[config.mk]
export PLATFORM = sky130hd
export DESIGN_NAME = aes_arbiter
export DESIGN_NICKNAME = d
export VERILOG_FILES = /design/src/rtl/aes_pkg.sv /design/src/rtl/aes_rr_pick.sv /design/src/rtl/aes_arbiter.sv
export SDC_FILE = /design/constraint.sdc
export NUM_CORES = 1
export LEC_CHECK = 0
export BUFFER_PORTS_ARGS = -buffer_cell sky130_fd_sc_hd__buf_2
export CORE_AREA = 4 4 264 266
export CTS_CLUSTER_DIAMETER = 150
export DETAILED_ROUTE_END_ITERATION = 6
export DIE_AREA = 0 0 268 270
export SYNTH_ARGS = -nofsm -noshare
export SYNTH_HDL_FRONTEND = slang
export SYNTH_SLANG_ARGS = --single-unit
[constraint.sdc]
create_clock -name clock -period 5.1 [get_ports clock]
set_clock_uncertainty 0.1 [all_clocks]
set_input_delay 0.51 -clock clock [delete_from_list [all_inputs] [get_ports clock]]
set_output_delay 0.51 -clock clock [all_outputs]
set_load 0.02 [all_outputs]
[src/rtl/aes_pkg.sv]
// Shared definitions for the AES core arbiter: state encoding,
// default data widths and key size codes.
package aes_pkg;

  // Default plaintext/ciphertext and core result widths
  localparam int AES_MSG_W = 128;
  localparam int AES_RES_W = 136;

  // Key size codes as seen by the core (forwarded without checking)
  localparam logic [2:0] KEY_128 = 3'b000;
  localparam logic [2:0] KEY_192 = 3'b001;
  localparam logic [2:0] KEY_256 = 3'b010;

  // Arbiter controller states, 4-bit to match the other controllers
  typedef enum logic [3:0] {
    IDLE  = 4'd0,
    START = 4'd1,
    RUN   = 4'd2,
    RESP  = 4'd3
  } arb_state_t;

endpackage

[src/rtl/aes_rr_pick.sv]
// Two-input round-robin selector: the pointer breaks ties when both
// requesters are valid, otherwise the single valid requester wins.
module aes_rr_pick (
  input  logic [1:0] valid,
  input  logic       ptr,
  output logic       winner,
  output logic       any
);

  // Winner index and any-valid flag, purely combinational
  always_comb begin
    any    = |valid;
    winner = (&valid) ? ptr : valid[1];
  end

endmodule

[src/rtl/aes_arbiter.sv]
// Shares one AES core between two block requesters. Grants round-robin,
// latches the winner's mode/key size/block, pulses the core's start/hold
// input, waits for done (with a timeout) and returns the result to the
// granted requester over a valid/ready response.
module aes_arbiter
  import aes_pkg::*;
#(
  parameter int START_CYCLES   = 2,
  parameter int TIMEOUT_CYCLES = 4096,
  parameter int MSG_W          = AES_MSG_W,
  parameter int RES_W          = AES_RES_W
) (
  input  logic             clock,
  input  logic             reset,
  input  logic             req0Valid,
  output logic             req0Ready,
  input  logic             req0EncOrDec,
  input  logic [0:2]       req0KeySize,
  input  logic [0:MSG_W-1] req0Data,
  input  logic             req1Valid,
  output logic             req1Ready,
  input  logic             req1EncOrDec,
  input  logic [0:2]       req1KeySize,
  input  logic [0:MSG_W-1] req1Data,
  output logic             resp0Valid,
  input  logic             resp0Ready,
  output logic             resp1Valid,
  input  logic             resp1Ready,
  output logic [0:RES_W-1] respData,
  output logic             respTimeout,
  output logic             aesReset,
  output logic             aesEncOrDec,
  output logic [0:2]       aesKeySize,
  output logic [0:MSG_W-1] aesMessageIn,
  input  logic             aesDone,
  input  logic [0:RES_W-1] aesMessageOut
);

  localparam logic [3:0]  START_LAST = 4'(START_CYCLES - 1);
  localparam logic [15:0] RUN_LAST   = 16'(TIMEOUT_CYCLES - 1);

  arb_state_t  state;
  logic        grant;
  logic        ptr;
  logic [3:0]  start_cnt;
  logic [15:0] run_cnt;

  logic        pick_winner;
  logic        pick_any;
  logic        grant_now;
  logic        resp_done;
  logic        done_seen;
  logic        run_expired;

  aes_rr_pick u_pick (
    .valid  ({req1Valid, req0Valid}),
    .ptr    (ptr),
    .winner (pick_winner),
    .any    (pick_any)
  );

  // Ready is offered only in IDLE to the winner; the winner is always a
  // valid requester, so offering ready is the handshake. Held low in reset.
  always_comb begin
    grant_now   = reset && (state == IDLE) && pick_any;
    req0Ready   = grant_now && !pick_winner;
    req1Ready   = grant_now && pick_winner;
    resp_done   = (resp0Valid && resp0Ready) || (resp1Valid && resp1Ready);
    // The first RUN cycle may still see a done left over from the last block
    done_seen   = aesDone && (run_cnt != 16'd0);
    run_expired = (run_cnt == RUN_LAST);
  end

  // Controller FSM with counters, request latches and registered outputs
  always_ff @(posedge clock or negedge reset) begin
    if (!reset) begin
      state        <= IDLE;
      grant        <= 1'b0;
      ptr          <= 1'b0;
      start_cnt    <= '0;
      run_cnt      <= '0;
      aesReset     <= 1'b1;
      aesEncOrDec  <= 1'b0;
      aesKeySize   <= '0;
      aesMessageIn <= '0;
      resp0Valid   <= 1'b0;
      resp1Valid   <= 1'b0;
      respData     <= '0;
      respTimeout  <= 1'b0;
    end else begin
      case (state)
        IDLE: begin
          if (grant_now) begin
            grant        <= pick_winner;
            aesEncOrDec  <= pick_winner ? req1EncOrDec : req0EncOrDec;
            aesKeySize   <= pick_winner ? req1KeySize  : req0KeySize;
            aesMessageIn <= pick_winner ? req1Data     : req0Data;
            start_cnt    <= '0;
            state        <= START;
          end
        end
        START: begin
          if (start_cnt == START_LAST) begin
            aesReset <= 1'b0;
            run_cnt  <= '0;
            state    <= RUN;
          end else begin
            start_cnt <= start_cnt + 4'd1;
          end
        end
        RUN: begin
          if (done_seen || run_expired) begin
            // Done takes precedence over a coincident timeout
            respData    <= done_seen ? aesMessageOut : '0;
            respTimeout <= !done_seen;
            aesReset    <= 1'b1;
            resp0Valid  <= !grant;
            resp1Valid  <= grant;
            state       <= RESP;
          end else begin
            run_cnt <= run_cnt + 16'd1;
          end
        end
        RESP: begin
          if (resp_done) begin
            resp0Valid <= 1'b0;
            resp1Valid <= 1'b0;
            ptr        <= !grant;
            state      <= IDLE;
          end
        end
        default: state <= IDLE;
      endcase
    end
  end

endmodule

Yosys cells after proc, flatten, opt, wreduce, memory -nomap -nowiden
Cells that the tools add are included.
{"block": "op_classes", "multipliers": 0, "bitwise": 0, "mux": 24, "shifts": 0, "reduce_logical": 27, "addsub": 2, "div": 0, "n_lt_le_gt_ge": 0, "eq_ne": 11}
{"cell": "136-bit 2-to-1 mux", "count": 1}
{"cell": "128-bit 2-to-1 mux", "count": 1}
{"cell": "16-bit 2-to-1 mux", "count": 2}
{"cell": "16-bit case mux with 2 select lines", "count": 1}
{"cell": "4-bit 2-to-1 mux", "count": 6}
{"cell": "16-bit by 1-bit adder with 16-bit output (second input constant)", "count": 1}
{"cell": "16-bit by 12-bit equality test with 1-bit output (second input constant)", "count": 1}
{"cell": "4-bit case mux with 4 select lines", "count": 1}
{"cell": "16-bit nonzero test", "count": 1}
{"cell": "2-bit inequality test (second input constant)", "count": 6}
{"cell": "3-bit AND reduction", "count": 4}
{"cell": "4-bit by 1-bit equality test with 1-bit output (second input constant)", "count": 2}
{"cell": "4-bit by 2-bit equality test with 1-bit output (second input constant)", "count": 2}
{"cell": "4-bit case mux with 2 select lines", "count": 1}
{"cell": "2-bit AND reduction", "count": 4}
{"cell": "1-bit logical AND", "count": 7}
{"cell": "1-bit 2-to-1 mux", "count": 7}
{"cell": "1-bit case mux with 2 select lines", "count": 3}
{"cell": "2-bit nonzero test", "count": 3}
{"cell": "4-bit by 1-bit adder with 4-bit output (second input constant)", "count": 1}
{"cell": "4-bit logical NOT", "count": 1}
{"cell": "4-bit AND reduction", "count": 1}
{"cell": "1-bit logical NOT", "count": 3}
{"cell": "3-bit 2-to-1 mux", "count": 1}
{"cell": "other kinds (2)", "count": 3}
{"block": "totals", "memories": 0, "latch_bits": 0, "ram_bits": 0, "out_inout_bits": 274, "reg_bits": 298, "mem_bits_ro": 0, "elab_cells": 77}

Longest topological paths before layout
{"block": "logic_depth", "word_depth": 5, "ltp_mapped": 10, "depth_no_buf": 7}

By module
From an unflattened synthesis, not the netlist that was laid out.
{"block": "hier_totals", "cells_unflattened": 1065, "area_unflattened_um2": 12425.7}
{"mod": "aes_arbiter", "cells_per_inst": 1062, "area_each_um2": 12408.2, "seq_area_each_um2": 7408.4, "instances": 1}
{"mod": "aes_rr_pick", "cells_per_inst": 3, "area_each_um2": 17.5, "seq_area_each_um2": 0.0, "instances": 1}

Worst setup path after synthesis
Ideal clock, no wire load.
{"block": "synth_path", "path_kind": "input-to-output", "start": "input req0Valid", "end": "output req0Ready", "slack_ns": 2.745, "stages": 6, "t_arrival_ns": 1.745, "required_ns": 4.490, "path_buffers": 3, "path_cell_list": "inv_1 -> o21ai_0 -> clkbuf_1 -> buf_2 -> buf_2 -> nor2b_1"}
{"block": "synth_via", "elab_chain_cells": 4, "elab_cells_between_ends": 6, "cone_classes": "1 x mux; 5 x reduce/logical"}
{"element": "start: declaration", "line_no": "aes_arbiter.sv:15", "rtl": "input logic req0Valid,"}
{"element": "2-bit AND reduction", "line_no": "aes_rr_pick.sv:13", "rtl": "winner = (&valid) ? ptr : valid[1];"}
{"element": "1-bit 2-to-1 mux", "line_no": "aes_rr_pick.sv:13"}
{"element": "1-bit logical NOT", "line_no": "aes_arbiter.sv:66", "rtl": "req0Ready = grant_now && !pick_winner;"}
{"element": "1-bit logical AND *", "line_no": "aes_arbiter.sv:66"}
{"element": "end: declaration", "line_no": "aes_arbiter.sv:16", "rtl": "output logic req0Ready,"}
Every way passes the cells marked *; elsewhere a longest branch is shown, timed or not.

Worst setup path after layout
{"block": "layout_path", "start": "register state[0]", "end": "register respData[109] in the netlist's numbering"}
{"block": "layout_via", "elab_chain_cells": 2}
{"element": "start: declaration", "line_no": "aes_arbiter.sv:42", "rtl": "arb_state_t state;"}
{"element": "start signal: assignment", "line_no": "aes_arbiter.sv:77", "rtl": "state <= IDLE;"}
{"element": "start signal: assignment", "line_no": "aes_arbiter.sv:99", "rtl": "state <= START;"}
{"element": "start signal: assignment", "line_no": "aes_arbiter.sv:106", "rtl": "state <= RUN;"}
{"element": "4-bit by 2-bit equality test with 1-bit output", "line_no": "aes_arbiter.sv:91", "rtl": "case (state)"}
{"element": "2-bit AND reduction (no line)"}
{"element": "end signal: assignment", "line_no": "aes_arbiter.sv:114", "rtl": "respData <= done_seen ? aesMessageOut : '0;"}
{"element": "end: declaration", "line_no": "aes_arbiter.sv:29", "rtl": "output logic [0:RES_W-1] respData,"}
Every way passes these cells.
A chain may end at the register's enable or synchronous reset.

==> flow_summary.toml <==
[placement]
placed_cell_area_mm2 = 0.0174
port_buffers = 680
hpwl_um = 39900
dp_slack_ns = 1.95
place_congestion = 0.862
dp.cells = 2835

[cts]
h-tree-depth = 2
clockBufferDepth = 3
clk_pin_slew_ns = 0.06
cts-root-buf = "clkbuf_16"
cts_resized = 0
clock-sinks = 296
cts_buffers = 36
clock_latency_ns = 0.54
cts_tree = "built"

[timing]
worstMarginPinSlew_ns = 0.956
relSlewSlack = 0.362
fin_ws_ns = 1.92
finalHoldViolations = 0
fin_setup_tns_ns = 0
post-route-min-period_ns = 3.18
rsz0062_at_grt = "no"
setup_violations = 0
period_share = 0.624
fmax_mhz = 314
maxSlewViolCount = 0

[global_routing]
grt_max_degree = 150
grt_remaining_overflow = 0
grt_pass1_wl_um = 74700
track_usage = 0.133
antenna_found_initial = 23
grt_pass1_vias = 12025

[synth]
ys_ff_latch = 296
synth_compound_area_frac = 0.0743
yosysSeqAreaShare = 0.565
synth_enable_flop_cells = 0
synth_top_cell_area_share = 0.563
synth.distinct_cells = 55
synth_fa_ha_area_frac = 0.00763
synth_flop_cell = "dfrtp_1"
avgSynthCellArea_um2 = 9.61
syn_area_mm2 = 0.0131
synth-xor-area-share = 0.00267
postSynthCellCount = 1365
synth-async-reset-ratio = 1.00
ys_warn_count = 0
yosysTopAreaCell = "dfrtp_1"
synthSimpleGateAreaFrac = 0.209
synth_top_family_by_area = "simple AND/OR/NAND/NOR gates"
synth_area_leaders = "dfrtp_1, nand2_1, mux2i_1"
syn_nets = 1780
synthMuxAreaShare = 0.102

[critical_path]
cp_num_buf_inv = 3
critPathRequiredTime_ns = 5.48
path_depth = 9
timing.critical_path.to = "respData[109]$_DFFE_PN0P_"
r2r_start = "state[0]$_DFFE_PN0P_"
reg2regPathDepth = 9
crit_chain = "inv_1, ha_1, nand4_1, nor3_1, nand4_1, buf_4, buf_4, nand3_1, nand2_1"
rrSetupSlack_ns = 1.92
crit_slowest_cell = "buf_4"
slowest_delay_ns = 0.78
worstPathArrival_ns = 3.56
critPathMaxFanout = 84
cp-start-kind = "flip-flop"
critPathKind = "flip-flop to flip-flop"
cp-end-kind = "flip-flop"
crit_start = "state[0]$_DFFE_PN0P_"
critical_path.top_delay_family = "buffers and inverters"
rr_endpoint = "respData[109]$_DFFE_PN0P_"

[drt]
dr.first_iter.drc_count = 918
via_per_inst = 4.19
drc_errors = 0
post_drt_wl_per_cell_um = 17.6
drtAntennaViolNets = 0
routed_wl_um = 51300
dr_total_vias = 12192
first_pass_iters = 5

[power_and_ir_drop]
p_total_mw = 11.2
p_per_area_mw_per_mm2 = 604
peakVddDrop_mv = 0.340
total_leakage_power_nw = 10.2

[floorplan]
rows = 95
num_io_pins = 681
fp.dieW_um = 268
die_h_um = 270
dieArea_mm2 = 0.0724
core_mm2 = 0.0670
start_util = 0.196

[finish]
final_common_cell = "buf_2"
drive_gt1_frac = 0.377
final_area_mm2 = 0.0186
final_cell_mix = "buf_2, nand2_1, dfrtp_1, nand3_1, o21ai_0"
final-instance-count-excl-fill = 2908
area_growth_pct = 41.5
nets = 2416

[run_status]
status = "complete, no violations"

[min_path]
hold_class = "primary input to flip-flop"

[run]
maxCapViolations = 0
## layout make-up
cell class              instances  area, um^2
fillers                      7173       48500
flip-flops and latches        296        7410
multi-input cells             957        5210
repair buffers                698        3610
well taps                     873        1090
clock buffers                  51        1010
clock inverters                13         156
inverters                      12        45.0
diodes                          8        20.0
## kinds of logic after synthesis
kind of cell | Yosys count
muxes | 134
buffers and inverters | 112
xor gates and xnor gates | 4
adders and majority gates | 8
DFF | 296
AOI/OAI and AO/OA | 178
and+or+nand+nor | 633
## power breakdown
group / leakage [nW] / internal (mW) / switching, mW
Combinational: 5.95 / 1.55 / 3.10
Clock: 0.566 / 1.54 / 1.03
Sequential: 3.74 / 3.39 / 0.595
## state kept, by name, indices dropped and copies added (netlist names)
register	cells
aesKeySize	3
ptr	1
respTimeout	1
respData	136
grant	1
aesEncOrDec	1
aesReset	1
state	2
run_cnt	16
start_cnt	4
resp1Valid	1
aesMessageIn	128
resp0Valid	1
## worst min-delay path by stage
stage / from / end / slack (ns) / depth (start not counted)
6_report: aesMessageOut[116] / respData[116]$_DFFE_PN0P_ / 0.05 / 3
5_1_grt: aesMessageOut[111] / respData[111]$_DFFE_PN0P_ / 0.01 / 3
4_1_cts: aesMessageOut[116] / respData[116]$_DFFE_PN0P_ / 0.005 / 3
3_5_place_dp: reset / respData[55]$_DFFE_PN0P_ / 0.33 / 1
3_3_place_gp: reset / respData[40]$_DFFE_PN0P_ / 0.33 / 1
2_1_floorplan: reset / aesEncOrDec$_DFFE_PN0P_ / 0.11 / 0
## metal layers
metal | vias up | track usage | wire length [um]
met3 | 74 | 0.0432 | 5090
li1 | 5892 | - | -
met5 | - | 0 | 27
met2 | 572 | 0.228 | 24600
met4 | 4 | 0.0386 | 1190
met1 | 5650 | 0.160 | 20400
## metrics by stage
step | utilization | hold slack [ns]
6_report | 0.277 | 0.0530
5_1_grt | 0.277 | 0.0110
4_1_cts | 0.276 | 0.00481
3_5_place_dp | 0.259 | 0.326
3_3_place_gp | 0.259 | 0.327
2_1_floorplan | - | 0.114
## Yosys cell counts (3+ instances only)
cell type,number
a21oi_1,5
inv_1,12
o211ai_1,6
xor2_1,3
ha_1,8
dfrtp_1,295
nor3b_1,4
clkbuf_8,3
buf_2,19
nor4_2,3
nor2_1,12
or3_1,5
nand4_1,7
nand2_1,429
clkbuf_1,55
nor4_1,4
o21ai_0,144
o21ai_1,4
mux2i_1,133
nor3_1,6
buf_1,17
nand3_1,147
## tightest hold or removal path: stages
cell and delay, ns:
buf_2 0.07, nand2_1 0.04, nand2_1 0.04
## timing repair
item / 4_1_cts / 5_1_grt
hold buffers: 1 / 0
setup buffers: 0 / 0
endpoints found under the hold margin: 38 / 0
endpoints found under the setup margin: 0 / 0
Power figures use the tool's default switching activity.
